[config.mk]
export PLATFORM = sky130hd
export DESIGN_NAME = hazard_scoreboard
export DESIGN_NICKNAME = d
export VERILOG_FILES = /design/src/rtl/hazard_pkg.sv /design/src/rtl/hazard_scoreboard_sb_entry.sv /design/src/rtl/hazard_scoreboard.sv
export SDC_FILE = /design/constraint.sdc
export NUM_CORES = 1
export LEC_CHECK = 0
export CAP_MARGIN = 10
export CORE_MARGIN = 2
export CORE_UTILIZATION = 62
export DETAILED_ROUTE_END_ITERATION = 10
export PLACE_DENSITY = 0.83
export REMOVE_ABC_BUFFERS = 1
export SLEW_MARGIN = 10
export SYNTH_ARGS = -nofsm -noshare
export SYNTH_HDL_FRONTEND = slang
export SYNTH_SLANG_ARGS = --single-unit
export TNS_END_PERCENT = 10
[constraint.sdc]
create_clock -name CLK -period 24.9 [get_ports CLK]
set_input_delay 2.49 -clock CLK [delete_from_list [all_inputs] [get_ports CLK]]
set_output_delay 2.49 -clock CLK [all_outputs]
set_load 0.03 [all_outputs]
[src/rtl/hazard_pkg.sv]
// rtl/hazard_pkg.sv - shared types and helpers for the hazard scoreboard
package hazard_pkg;

    localparam int HZ_STAGES = 3;
    localparam int AGE_W     = $clog2(HZ_STAGES + 2);

    typedef enum logic [1:0] {
        FWD_NONE = 2'b00,
        FWD_EX   = 2'b01,
        FWD_MEM  = 2'b10,
        FWD_WB   = 2'b11
    } fwd_sel_t;

    typedef struct packed {
        logic             valid;
        logic [AGE_W-1:0] age;
        logic [AGE_W-1:0] rdy_age;
    } sb_entry_t;

    // Age of an in-flight write maps directly onto the stage holding it.
    function automatic fwd_sel_t age_to_fwd(input logic [AGE_W-1:0] age);
        case (age)
            AGE_W'(1): age_to_fwd = FWD_EX;
            AGE_W'(2): age_to_fwd = FWD_MEM;
            AGE_W'(3): age_to_fwd = FWD_WB;
            default:   age_to_fwd = FWD_NONE;
        endcase
    endfunction

endpackage

[src/rtl/hazard_scoreboard_sb_entry.sv]
// rtl/hazard_scoreboard_sb_entry.sv - age tracker for one architectural register
module sb_entry
    import hazard_pkg::*;
#(
    parameter int STAGES   = HZ_STAGES,
    parameter int ALU_LAT  = 1,
    parameter int LOAD_LAT = 3
) (
    input  logic     CLK,
    input  logic     RST,
    input  logic     alloc,
    input  logic     alloc_load,
    output logic     busy,
    output fwd_sel_t fwd
);

    sb_entry_t ent;

    // Allocation beats aging/retire so the youngest writer always owns the entry.
    always_ff @(posedge CLK or posedge RST) begin
        if (RST) begin
            ent <= '0;
        end else if (alloc) begin
            ent.valid   <= 1'b1;
            ent.age     <= AGE_W'(1);
            ent.rdy_age <= alloc_load ? AGE_W'(LOAD_LAT) : AGE_W'(ALU_LAT);
        end else if (ent.valid) begin
            if (ent.age == AGE_W'(STAGES)) begin
                ent.valid <= 1'b0;
                ent.age   <= '0;
            end else begin
                ent.age <= ent.age + AGE_W'(1);
            end
        end
    end

    // Not-ready writers request a stall; ready ones forward from their stage.
    always_comb begin
        busy = ent.valid && (ent.age < ent.rdy_age);
        fwd  = FWD_NONE;
        if (ent.valid && !busy) begin
            fwd = age_to_fwd(ent.age);
        end
    end

endmodule

[src/rtl/hazard_scoreboard.sv]
// rtl/hazard_scoreboard.sv - decode-side stall, flush and forwarding controller
module hazard_scoreboard
    import hazard_pkg::*;
#(
    parameter int NUM_REGS     = 32,
    parameter int ADDR_W       = 5,
    parameter int STAGES       = HZ_STAGES,
    parameter int ALU_LAT      = 1,
    parameter int LOAD_LAT     = 3,
    parameter int FLUSH_CYCLES = 2,
    parameter int CNT_W        = 32
) (
    input  logic              CLK,
    input  logic              RST,
    input  logic              ISSUE_VALID,
    input  logic [ADDR_W-1:0] D_RS1,
    input  logic [ADDR_W-1:0] D_RS2,
    input  logic              D_USE_RS1,
    input  logic              D_USE_RS2,
    input  logic [ADDR_W-1:0] D_WADDR,
    input  logic              D_REG_WRITE,
    input  logic              D_IS_LOAD,
    input  logic              REDIRECT,
    output logic              ISSUE_FIRE,
    output logic              STALL,
    output logic              FLUSH,
    output logic [1:0]        FWD_RS1,
    output logic [1:0]        FWD_RS2,
    output logic [CNT_W-1:0]  STALL_CNT,
    output logic [CNT_W-1:0]  FLUSH_CNT
);

    localparam int NSLOT = 2 ** ADDR_W;
    localparam int FC_W  = (FLUSH_CYCLES > 1) ? $clog2(FLUSH_CYCLES) : 1;

    logic     busy_v [NSLOT];
    fwd_sel_t fwd_v  [NSLOT];
    logic     alloc_en;
    logic     src_wait;
    logic [FC_W-1:0] flush_cnt;

    assign alloc_en = ISSUE_FIRE && D_REG_WRITE;

    // x0 and addresses beyond NUM_REGS are never tracked and always read the RF.
    for (genvar r = 0; r < NSLOT; r++) begin : g_slot
        if (r >= 1 && r < NUM_REGS) begin : g_trk
            sb_entry #(
                .STAGES   (STAGES),
                .ALU_LAT  (ALU_LAT),
                .LOAD_LAT (LOAD_LAT)
            ) u_entry (
                .CLK        (CLK),
                .RST        (RST),
                .alloc      (alloc_en && (D_WADDR == ADDR_W'(r))),
                .alloc_load (D_IS_LOAD),
                .busy       (busy_v[r]),
                .fwd        (fwd_v[r])
            );
        end else begin : g_none
            assign busy_v[r] = 1'b0;
            assign fwd_v[r]  = FWD_NONE;
        end
    end

    // Same-cycle decisions from pre-update scoreboard state; flush outranks stall.
    always_comb begin
        FLUSH      = !RST && (REDIRECT || (flush_cnt != '0));
        src_wait   = (D_USE_RS1 && busy_v[D_RS1]) || (D_USE_RS2 && busy_v[D_RS2]);
        STALL      = !RST && ISSUE_VALID && src_wait && !FLUSH;
        ISSUE_FIRE = !RST && ISSUE_VALID && !STALL && !FLUSH;
        FWD_RS1    = D_USE_RS1 ? fwd_v[D_RS1] : FWD_NONE;
        FWD_RS2    = D_USE_RS2 ? fwd_v[D_RS2] : FWD_NONE;
    end

    // Redirect (re)loads the hold counter; it otherwise drains to zero.
    always_ff @(posedge CLK or posedge RST) begin
        if (RST) begin
            flush_cnt <= '0;
        end else if (REDIRECT) begin
            flush_cnt <= FC_W'(FLUSH_CYCLES - 1);
        end else if (flush_cnt != '0) begin
            flush_cnt <= flush_cnt - FC_W'(1);
        end
    end

    // Saturating performance counters.
    always_ff @(posedge CLK or posedge RST) begin
        if (RST) begin
            STALL_CNT <= '0;
            FLUSH_CNT <= '0;
        end else begin
            if (STALL && (STALL_CNT != '1)) begin
                STALL_CNT <= STALL_CNT + CNT_W'(1);
            end
            if (REDIRECT && (FLUSH_CNT != '1)) begin
                FLUSH_CNT <= FLUSH_CNT + CNT_W'(1);
            end
        end
    end

endmodule

After elaboration in Yosys (flattened, before gate mapping)
Cells that the tools add are included.
{"block": "classes", "n_shift": 0, "n_mux": 203, "magnitude_cmp": 33, "eq_ne": 126, "add_sub_neg": 34, "n_reduce_logical": 171, "bitwise": 2, "mul": 0, "div_mod_pow": 0}
{"operator": "$mux 4", "n": 62}
{"operator": "$eq 3x2->1 const B", "n": 62}
{"operator": "$pmux 2 s3", "n": 31}
{"operator": "$logic_and 1x1->1", "n": 104}
{"operator": "$add 3x1->3 const B", "n": 31}
{"operator": "$eq 3x1->1 const B", "n": 31}
{"operator": "$lt 3x3->1", "n": 31}
{"operator": "$mux 3", "n": 31}
{"operator": "$eq 5x5->1 const B", "n": 16}
{"operator": "$mux 2", "n": 38}
{"operator": "$add 32x1->32 const B", "n": 2}
{"operator": "$ne 32x32->1 const B", "n": 2}
{"operator": "$reduce_bool 2->1", "n": 31}
{"operator": "$eq 5x4->1 const B", "n": 8}
{"operator": "$mux 1", "n": 37}
{"operator": "$logic_not 1->1", "n": 34}
{"operator": "$bmux 2 s5", "n": 2}
{"operator": "$eq 5x3->1 const B", "n": 4}
{"operator": "$ge 6x6->1 const B", "n": 2}
{"operator": "$not 5->6", "n": 2}
{"operator": "$bmux 1 s5", "n": 2}
{"operator": "$eq 5x2->1 const B", "n": 2}
{"operator": "$eq 5x1->1 const B", "n": 1}
{"operator": "$logic_or 1x1->1", "n": 2}
{"operator": "$sub 1x1->1 const B", "n": 1}
{"block": "word_totals", "output_inout_bits": 71, "regBits": 282, "n_memories": 0, "input_bits": 23, "ramBits": 0, "elab_cells": 665, "romBits": 0, "latchBits": 0}

Logic depth before layout (Yosys ltp)
{"block": "depth", "word_depth": 15, "depth_mapped": 13, "depth_no_buf": 9}

By module
A second synthesis with hierarchy kept.
{"block": "unflattened", "hier_cells": 1540, "hier_area_um2": 15813.9}
{"module": "sb_entry", "n_inst": 31, "cells_each": 34, "area_per_inst_um2": 346.6, "seq_area_each_um2": 150.1}
{"module": "hazard_scoreboard", "n_inst": 1, "cells_each": 486, "area_per_inst_um2": 5069.9, "seq_area_each_um2": 1626.6}

Worst setup path before layout
No wires, ideal clock.
{"block": "synth_timing", "kind": "input to output", "from": "input port RST", "to": "output port ISSUE_FIRE", "n_path_buf": 0, "stages": 3, "arrival_ns": 9.723, "required_time_ns": 22.410, "setup_slack_ns": 12.687, "path_cell_list": "inv_1 > nand3_1 > nor2_1"}
{"block": "synth_via", "elab_chain_cells": 7, "word_cells_on_any_way": 9, "cone_classes": "reduce/logical (9)"}
{"element": "from (decl)", "line_no": "hazard_scoreboard.sv:14", "rtl": "input logic RST,"}
{"element": "$logic_not 1->1 (no line) (*)"}
{"element": "$logic_and 1x1->1 (on tied branches)", "line_no": "hazard_scoreboard.sv:69, hazard_scoreboard.sv:70, hazard_scoreboard.sv:67"}
{"element": "$logic_and 1x1->1 or $logic_not 1->1 (tied branches)", "line_no": "hazard_scoreboard.sv:69, hazard_scoreboard.sv:70"}
{"element": "$logic_and 1x1->1", "line_no": "hazard_scoreboard.sv:69", "rtl": "STALL = !RST && ISSUE_VALID && src_wait && !FLUSH;"}
{"element": "$logic_not 1->1", "line_no": "hazard_scoreboard.sv:70", "rtl": "ISSUE_FIRE = !RST && ISSUE_VALID && !STALL && !FLUSH;"}
{"element": "$logic_and 1x1->1", "line_no": "hazard_scoreboard.sv:70"}
{"element": "$logic_and 1x1->1 (*)", "line_no": "hazard_scoreboard.sv:70"}
{"element": "to (decl)", "line_no": "hazard_scoreboard.sv:24", "rtl": "output logic ISSUE_FIRE,"}
Mark *: on every way between the ends. The rest lies on a longest branch, timed or not.

Final worst setup path
{"block": "layout_timing", "from": "input port D_RS1[1]", "to": "output port STALL"}
{"block": "layout_via", "elab_chain_cells": 8}
{"element": "from (decl)", "line_no": "hazard_scoreboard.sv:16", "rtl": "input logic [ADDR_W-1:0] D_RS1,"}
{"element": "$not 5->6 (not written as such)", "line_no": "hazard_scoreboard.sv:68", "rtl": "src_wait = (D_USE_RS1 && busy_v[D_RS1]) || (D_USE_RS2 && busy_v[D_RS2]);"}
{"element": "$bmux 1 s5", "line_no": "hazard_scoreboard.sv:68"}
{"element": "$mux 1 (not written as such) (2 in series)", "line_no": "hazard_scoreboard.sv:68"}
{"element": "$logic_and 1x1->1", "line_no": "hazard_scoreboard.sv:68"}
{"element": "$logic_or 1x1->1", "line_no": "hazard_scoreboard.sv:68"}
{"element": "$logic_and 1x1->1 (2 in series)", "line_no": "hazard_scoreboard.sv:69"}
{"element": "to (decl)", "line_no": "hazard_scoreboard.sv:25", "rtl": "output logic STALL,"}
Every way passes these cells. The select of a mux whose other input is x is not followed.

==> impl_metrics.json <==
{
  "outcome": "complete, no violations",
  "cp_max_fo": 67,
  "cts_tree": "done",
  "min_path_type": "reg -> reg",
  "clk_path_buf_depth": 3,
  "grt_util_all_layers_pct": 30.4,
  "die_h_um": 163,
  "gp_congestion": 0.985,
  "clk_latency_ns": 0.55,
  "fmax_mhz": 110,
  "min_path_cells": 1,
  "yosys_register_bits": 251,
  "drc": 0,
  "tns_ns": 0,
  "clkTransAtPathRegs_ns": 0.06,
  "required_ns": 22.41,
  "synth.most_common_cell": "dfrtp_1",
  "yosys_warnings": 0,
  "maxCapViolCount": 0,
  "synth_area_leaders": "dfrtp_1 40%, ha_1 9.5%, nand2b_1 4.6%",
  "netlist_instances": 1601,
  "r2r-start": "g_slot[17].g_trk.u_entry.ent[4]",
  "yosys.area.top_type_share_pct": 40.1,
  "worst_pin_slew_ns": 0.916,
  "finalCritPeriodShare_pct": 36.5,
  "grt.overflow.total": 0,
  "end_kind": "output port",
  "startpoint_type": "primary input",
  "hold_path.startpoint": "g_slot[28].g_trk.u_entry.ent[0]",
  "dieArea_um2": 26600,
  "antenna_found_initial": 0,
  "nNetsFinal": 1832,
  "grt_pass1_vias": 12200,
  "yosysSeqAreaShare_pct": 40.1,
  "relSlewSlack_pct": 38.8,
  "cp_num_buf_inv": 3,
  "async_reset_ff_share_pct": 100,
  "crit_type": "in -> out",
  "yosys-top-cells-count": "251 x dfrtp_1, 127 x nand2_1, 124 x inv_1",
  "critPathMaxStageDelay_ns": 1.02,
  "htree_levels": 1,
  "ys.flop_type": "dfrtp_1",
  "core_um2": 25000,
  "cp_cell_sequence": "clkdlybuf4s50_1 > nand2_1 > a2111oi_0 > nor4_1 > o2bb2a_4 > nand4_2 > nand4_4 > buf_4 > and2_1 > clkdlybuf4s50_1",
  "row_count": 58,
  "ant_nets": 0,
  "wl_per_cell_um": 19.4,
  "start_util_pct": 62.8,
  "worstReg2RegEnd": "g_slot[18].g_trk.u_entry.ent[1]",
  "p_leak_nw": 7.93,
  "drv_slew": 0,
  "post_cts_hold_buffer_count": 0,
  "hold_violations": 0,
  "num_io_pins": 94,
  "drive_above_1_share_pct": 9.59,
  "die_width_um": 163,
  "ir_drop_mv": 0.0938,
  "synth_area_um2": 15700,
  "drt_pre_antenna_iters": 7,
  "cts_made_buffers": 27,
  "routed-via-count": 12400,
  "cts.sinks": 251,
  "routed_wl_um": 39600,
  "portBuffers": 93,
  "hpwl_um": 29000,
  "synth_area_leader_cell": "dfrtp_1",
  "root_buffer": "clkbuf_16",
  "antenna_cells": 0,
  "cts_resized": 0,
  "ff2ff_path_depth": 9,
  "rsz0062_at_grt": "no",
  "drt-initial-drc-count": 1113,
  "powerDensity_nw_per_um2": 74.6,
  "min_period_ns": 9.09,
  "yosys.cell_types.count": 79,
  "syn_avg_cell_area_um2": 9.79,
  "grt_max_degree": 108,
  "reg2reg_slack_ns": 21.07,
  "cpLargestDelayFamily": "buffers and inverters",
  "min_to": "g_slot[28].g_trk.u_entry.ent[0]",
  "fin_worst_skew_ns": 0.0148,
  "via_per_inst": 6.08,
  "slowest_stage": "clkdlybuf4s50_1",
  "synth-edff-count": 0,
  "area_growth_pct": 13.3,
  "cts_setup_buffers": 0,
  "cp.arrival_ns": 6.60,
  "crit_top_cell": "clkdlybuf4s50_1",
  "final-setup-viol-count": 0,
  "hold_ws_ns": 0.468,
  "grt_pass1_wl_um": 64400
}
[cell usage in the layout (no fill, tap or decap), types with 13 or more instances in the layout]
master,synthesis,final
mux2_4,24,24
nor2b_1,18,18
xor2_1,17,17
xnor2_1,45,45
nor2_1,110,110
nand4_1,23,23
nand2b_1,115,115
a21oi_1,60,60
and3_1,34,34
a21o_1,13,13
or3_4,14,14
nor4_1,13,13
clkbuf_16,0,27
nor3_1,35,35
nand2_1,127,127
a2111oi_0,17,17
clkdlybuf4s50_1,0,93
nand3_1,51,51
ha_1,119,119
nand3b_1,16,16
o21ai_0,53,53
dfrtp_1,251,251
mux4_2,15,15
or2_1,21,21
mux2i_1,17,17
a211oi_1,33,33
inv_1,124,123
and2_1,18,18
o211ai_1,31,31
[registers in the layout, indices dropped and copies added, names as in the netlist]
| signal | cells |
|---|---|
| flush_cnt | 1 |
| FLUSH_CNT | 32 |
| STALL_CNT | 32 |
| g_slot.g_trk.u_entry.ent | 186 |
[power by group]
part	switching, mW	internal [mW]
registers	0.0850	0.470
logic	0.208	0.160
clock network	0.168	0.233
total	0.461	0.863
[per-stage QoR]
step | setup WS [ns] | cells | cell area, µm² | total power, mW | util [%]
after floorplan | 12.69 | 1559 | 15400 | 0.805 | -
after global placement | 16.02 | 1991 | 16900 | 0.902 | 67.5
after detailed placement | 15.97 | 1991 | 16900 | 0.922 | 67.5
after CTS | 15.95 | 2041 | 17700 | 1.33 | 71.1
after global routing | 15.60 | 2041 | 17700 | 1.41 | 71.1
final | 15.81 | 2041 | 17700 | 1.32 | 71.1
[worst max-delay path by stage]
stage / slack, ns / end / depth (start not counted) / start
after global routing: 15.60 / STALL / 10 / D_RS1[1]
after detailed placement: 15.97 / STALL / 10 / D_RS1[1]
final: 15.81 / STALL / 10 / D_RS1[1]
after CTS: 15.95 / STALL / 10 / D_RS1[1]
after floorplan: 12.69 / ISSUE_FIRE / 3 / RST
after global placement: 16.02 / STALL / 10 / D_RS1[1]
[routing by layer]
layer / vias to the layer above / GRT usage (%) / wire (µm) / part of all wire (%)
met5: - / 0 / 0 / 0
met1: 5990 / 41.6 / 16800 / 42
met2: 525 / 49.1 / 18400 / 46
met4: 0 / 10.0 / 1310 / 3.3
li1: 5804 / - / - / -
met3: 96 / 5.60 / 3080 / 7.8
[area by class of cell]
| cell class | count | area (µm²) |
|---|---|---|
| clock buffers | 34 | 742 |
| inverters | 129 | 492 |
| flip-flops and latches | 251 | 6280 |
| fillers | 1905 | 7220 |
| well taps | 330 | 413 |
| clock inverters | 16 | 150 |
| repair buffers | 102 | 998 |
| multi-input cells | 1179 | 8670 |
[logic make-up after synthesis]
| family | synth area share (%) |
|---|---|
| DFF | 40.1 |
| buffers and inverters | 4.55 |
| AOI/OAI and AO/OA | 11.9 |
| xor gates and xnor gates | 3.47 |
| and+or+nand+nor | 23.8 |
| muxes | 6.69 |
| adders and majority gates | 9.50 |
(Power assumes the default switching activity.)
==> RTL change 1 (config.mk and constraints unchanged) <==
Reset style: synchronous (`RST`), changed in 3 clocked blocks.
--- a/src/rtl/hazard_scoreboard_sb_entry.sv
+++ b/src/rtl/hazard_scoreboard_sb_entry.sv
@@ -19,3 +19,3 @@
     // Allocation beats aging/retire so the youngest writer always owns the entry.
-    always_ff @(posedge CLK or posedge RST) begin
+    always_ff @(posedge CLK) begin
         if (RST) begin
--- a/src/rtl/hazard_scoreboard.sv
+++ b/src/rtl/hazard_scoreboard.sv
@@ -75,3 +75,3 @@
     // Redirect (re)loads the hold counter; it otherwise drains to zero.
-    always_ff @(posedge CLK or posedge RST) begin
+    always_ff @(posedge CLK) begin
         if (RST) begin
@@ -86,3 +86,3 @@
     // Saturating performance counters.
-    always_ff @(posedge CLK or posedge RST) begin
+    always_ff @(posedge CLK) begin
         if (RST) begin
Check against the original RTL: not equivalent (Yosys sat finds a counterexample within 4 cycles, from zero or initial values and one cycle with RST high; the reset may be asserted at any time).
==> RTL change 1 against the original RTL <==
Area after synthesis shrank 4.4%; routed wire length shrank 2.2%; count of clock-buffer cells in the layout grew 4; setup slack lost 200 ps; maximum frequency shrank 2.1%; largest cell class unchanged; design area shrank 4.5%; sequential cell count is the same.
Power is not compared: it rests on default switching activity, and its combinational part moved more than twofold at a synthesized area within 25%.
==> RTL change 1: results (changes against the original RTL) <==
status complete, no violations; largest family of logic cells by synthesized area simple AND/OR/NAND/NOR gates; Arrival @ worst endpoint 6800 ps (+200 ps); ys async rst share 0% (-100 points); Setup TNS 0 ps (unchanged); type of the worst min-delay path flip-flop to flip-flop; Slew @ Worst Pin 1188 ps (+272.2 ps); count of warnings emitted by yosys 0 (unchanged); register area 5025 sq um (-20%); Compound-Gate Fraction of Synth Area 15.85% (+3.9 points); top area cells in the synthesized netlist dfxtp_1 (34%), ha_1 (9.7%), a21oi_1 (5.1%); Post-DP Area 16020 sq um (-4.9%); register area share after synthesis 33.54% (-6.6 points); vias 13500 (+8.7%); Final GP Congestion 0.9761 (-0.88%); post-DP HPWL 26870 um (-7.3%); Num CTS Buffers 28 (+3.7%); biggest regs g_slot.g_trk.u_entry.ent: 186 flops, FLUSH_CNT: 32 flops, STALL_CNT: 32 flops; port bufs 93 (unchanged); Overall Global Routing Usage 29.46% (-0.91 points); synth cell count leaders dfxtp_1 (251), a21oi_1 (154), inv_1 (137); critical-path maximum fanout 100 (+49%); Top FF cell, synth dfxtp_1; largest net degree at the start of global routing 109 (+0.93%); nets@finish 1972 (+7.6%); XOR/XNOR Fraction of Synth Area 1.403% (-2.1 points); clock skew 15.16 ps (+0.3960 ps); synth unique cells 70 (-11%); root buffer cell clkbuf_16; initial antenna violation count 0 (unchanged); post-synthesis mux area share 9.839% (+3.1 points); initial detailed-routing violation count 1094 (-1.7%); ratio of cells with drive above 1 in the final layout 7.077% (-2.5 points); worst-skew pair later-pin latency around 560 ps; Filler Cell Count 1795 (-5.8%); Synth Area in Adders 9.688% (+0.18 points); vias in the first global route 12730 (+4.5%); H-Tree Depth 1 (unchanged); first-pass GRT wire length 62780 um (-2.5%); setup bufs post-CTS 0 (unchanged); ANT cells 0 (unchanged); Bufs on Longest Clock Path 3 (unchanged); first drt pass iteration count 5 (-2); sw frac 23.94%; remaining global-route overflow 0 (unchanged); DR WL/cell 17.84 um (-8.0%)
-- RTL change 1: cell count changes after synthesis, moves of 24 or more --
cell      delta
dfrtp_1    -251
dfxtp_1    +251
a21oi_1     +94
mux2i_1     +38
xnor2_1     -32
o211ai_1    -28
nand2b_1    -25
nor2_1      +25
mux2_4      -24
-- RTL change 1: per-layer routing --
layer	vias to the layer above	GRT usage (%)	part of all wire [%]
met1	6321	38.56	42
li1	6469	-	-
met3	116	5.053	8.2
met2	594	49.17	46
met4	0	10.54	3.5
met5	-	0	0
-- RTL change 1: layout make-up --
type | instances | area share [%]
flip-flops and latches | 251 | 29.65
clock inverters | 10 | 0.8047
inverters | 139 | 3.079
clock buffers | 38 | 4.651
well taps | 319 | 2.355
multi-input cells | 1311 | 53.56
repair buffers | 102 | 5.899
-- RTL change 1: critical path: stages --
cell             delay, ps
clkdlybuf4s50_1       1190
inv_2                  450
a2111oi_2              450
o31ai_1                140
o2111ai_1              280
nand4_1                160
and4_2                 270
buf_4                  390
nor2_1                 210
clkdlybuf4s50_1        690
-- RTL change 1: path summary, 6_finish.rpt --
check	start	end	slack, ps	cells after the start
setup / recovery	D_RS1[1]	STALL	15610	10
hold / removal	g_slot[19].g_trk.u_entry.ent[0]$_SDFFE_PP0P_	g_slot[19].g_trk.u_entry.ent[0]$_SDFFE_PP0P_	450	2
setup reg to reg	g_slot[16].g_trk.u_entry.ent[4]$_SDFFE_PP0P_	g_slot[2].g_trk.u_entry.ent[5]$_SDFFE_PP0P_	21150	9
hold reg to reg	g_slot[19].g_trk.u_entry.ent[0]$_SDFFE_PP0P_	g_slot[19].g_trk.u_entry.ent[0]$_SDFFE_PP0P_	450	2
-- RTL change 1: kinds of logic after synthesis --
| logic type | Yosys count |
|---|---|
| xor+xnor | 24 |
| buf+inv | 214 |
| compound gates | 381 |
| fa+ha+maj | 116 |
| mux | 112 |
| simple gates | 678 |
| flops | 251 |
-- RTL change 1: power by group through the flow --
stage	logic (mW)	registers, mW	clock network [mW]
6_report	0.0492	0.403	0.414
5_1_grt	0.0524	0.403	0.433
4_1_cts	0.0481	0.403	0.419
3_5_place_dp	0.0476	0.412	0
3_3_place_gp	0.0467	0.412	0
2_1_floorplan	0.0213	0.413	0
-- RTL change 1: metrics by stage --
| step | hold slack, ps | instances | setup slack, ps |
|---|---|---|---|
| 2_1_floorplan | 419.9 | 1701 | 16970 |
| 3_3_place_gp | 433.5 | 2122 | 15960 |
| 3_5_place_dp | 441.2 | 2122 | 15840 |
| 4_1_cts | 450.7 | 2170 | 15790 |
| 5_1_grt | 455.7 | 2170 | 15430 |
| 6_report | 448.6 | 2170 | 15610 |
==> RTL change 2 (same flow settings) <==
Without the edit above. Change the parameter `CNT_W` from 32 to 64.
--- a/src/rtl/hazard_scoreboard.sv
+++ b/src/rtl/hazard_scoreboard.sv
@@ -10,3 +10,3 @@
     parameter int FLUSH_CYCLES = 2,
-    parameter int CNT_W        = 32
+    parameter int CNT_W        = 64
 ) (
Interface: changed (resized FLUSH_CNT and STALL_CNT); port bits go from 94 to 158. No check against the original RTL was run, so the function may have changed too.
==> RTL change 2 against the original RTL <==
Area after synthesis up 15%; critical path depth fell by 2; core utilization rose by 2.5 points; setup slack better by 410 ps; sequential cell count up 64; total power grew 17%; sequential power grew 18%; routed wire length rose by 17%; design area is 19% higher; critical endpoint is now ISSUE_FIRE.
==> RTL change 2: results (changes against the original RTL) <==
initial detailed-routing violation count 1267 (+14%); cells after synthesis 1845 (+15%); synth unique cells 77 (-2.5%); ys async rst share 100.0% (unchanged); XOR/XNOR Fraction of Synth Area 6.163% (+2.7 points); Synth Area in Adders 7.634% (-1.9 points); vias in the first global route 14640 (+20%); Worst R2R End g_slot[11].g_trk.u_entry.ent[1]$_DFFE_PP0P_; Post-DP Area 19950 sq um (+18%); R2R setup slack 20690 ps (-380 ps); Area growth syn-to-layout 17.16%; largest net degree at the start of global routing 114 (+5.6%); clock skew 14.03 ps (-0.7399 ps); overall power 1.548 mW (+17%); register area share after synthesis 43.72% (+3.6 points); Overall Global Routing Usage 30.75% (+0.38 points); P_leak 9.544 nW (+20%); post-synthesis mux area share 5.427% (-1.3 points); final wirelength 46380 um (+17%); H-Tree Depth 2 (+1); Post-Layout Cell Count 2409 (+18%); WHS Endpoint g_slot[4].g_trk.u_entry.ent[0]$_DFFE_PP0P_; Hold Slack 464.9 ps (-3.285 ps); hold_sp g_slot[4].g_trk.u_entry.ent[0]$_DFFE_PP0P_; worst-skew pair later-pin latency 530 ps (-20 ps); Num CTS Buffers 34 (+26%); Reg clk slew, reported paths 60 ps (about the same); nets@finish 2136 (+17%); Int Power 1.060 mW (+23%); top area cells in the synthesized netlist dfrtp_1 (44%), ha_1 (7.6%), xnor2_1 (4.9%); status complete, no violations; first-pass GRT wire length 75710 um (+18%); ratio of cells with drive above 1 in the final layout 9.235% (-0.35 points); Filler Cell Count 1982 (+4.0%); Worst slew margin 19.04% (-20 points); post-DP HPWL 32730 um (+13%); Clock power frac 34.3% (+4.0 points); Placement Setup Slack 16360 ps (+383.1 ps); port bufs 157 (+69%); sequential group share of total power 42.4% (+0.5 points); Arrival @ worst endpoint 6190 ps (-410 ps); Compound-Gate Fraction of Synth Area 9.515% (-2.4 points); type of the worst min-delay path flip-flop to flip-flop; slowest cell delay on critical path 860 ps (-160 ps); synth cell count leaders dfrtp_1 (315), nand2_1 (174), inv_1 (117); peak supply drop 72.88 uV (-22%); critical-path maximum fanout 19 (-72%); Bufs on Longest Clock Path 3 (unchanged); first drt pass iteration count 6 (-1); Final GP Congestion 0.9811 (-0.38%); vias 14470 (+17%); biggest regs g_slot.g_trk.u_entry.ent: 186 flops, FLUSH_CNT: 64 flops, STALL_CNT: 64 flops
## RTL change 2: area by class of cell
cell class              count  area share [%]
clock buffers              46           4.668
clock inverters            12          0.8945
inverters                 118           2.133
multi-input cells        1370           45.07
flip-flops and latches    315           37.32
well taps                 384           2.275
repair buffers            164           7.642
## RTL change 2: worst max-delay path by stage
stage	endpoint	start	slack, ps	cells past startpoint
6_report	ISSUE_FIRE	D_RS1[0]	16220	8
5_1_grt	STALL	D_RS1[0]	16120	10
4_1_cts	STALL	D_RS1[0]	16330	9
3_5_place_dp	STALL	D_RS1[0]	16360	9
3_3_place_gp	STALL	D_RS1[0]	16400	9
2_1_floorplan	ISSUE_FIRE	RST	12120	3
## RTL change 2: layer usage
layer	part of all wire (%)	vias up	track usage, %
met4	4.4	0	13.30
li1	-	6730	-
met5	0	-	0
met2	47	496	49.54
met1	41	7104	40.06
met3	7.5	141	7.152
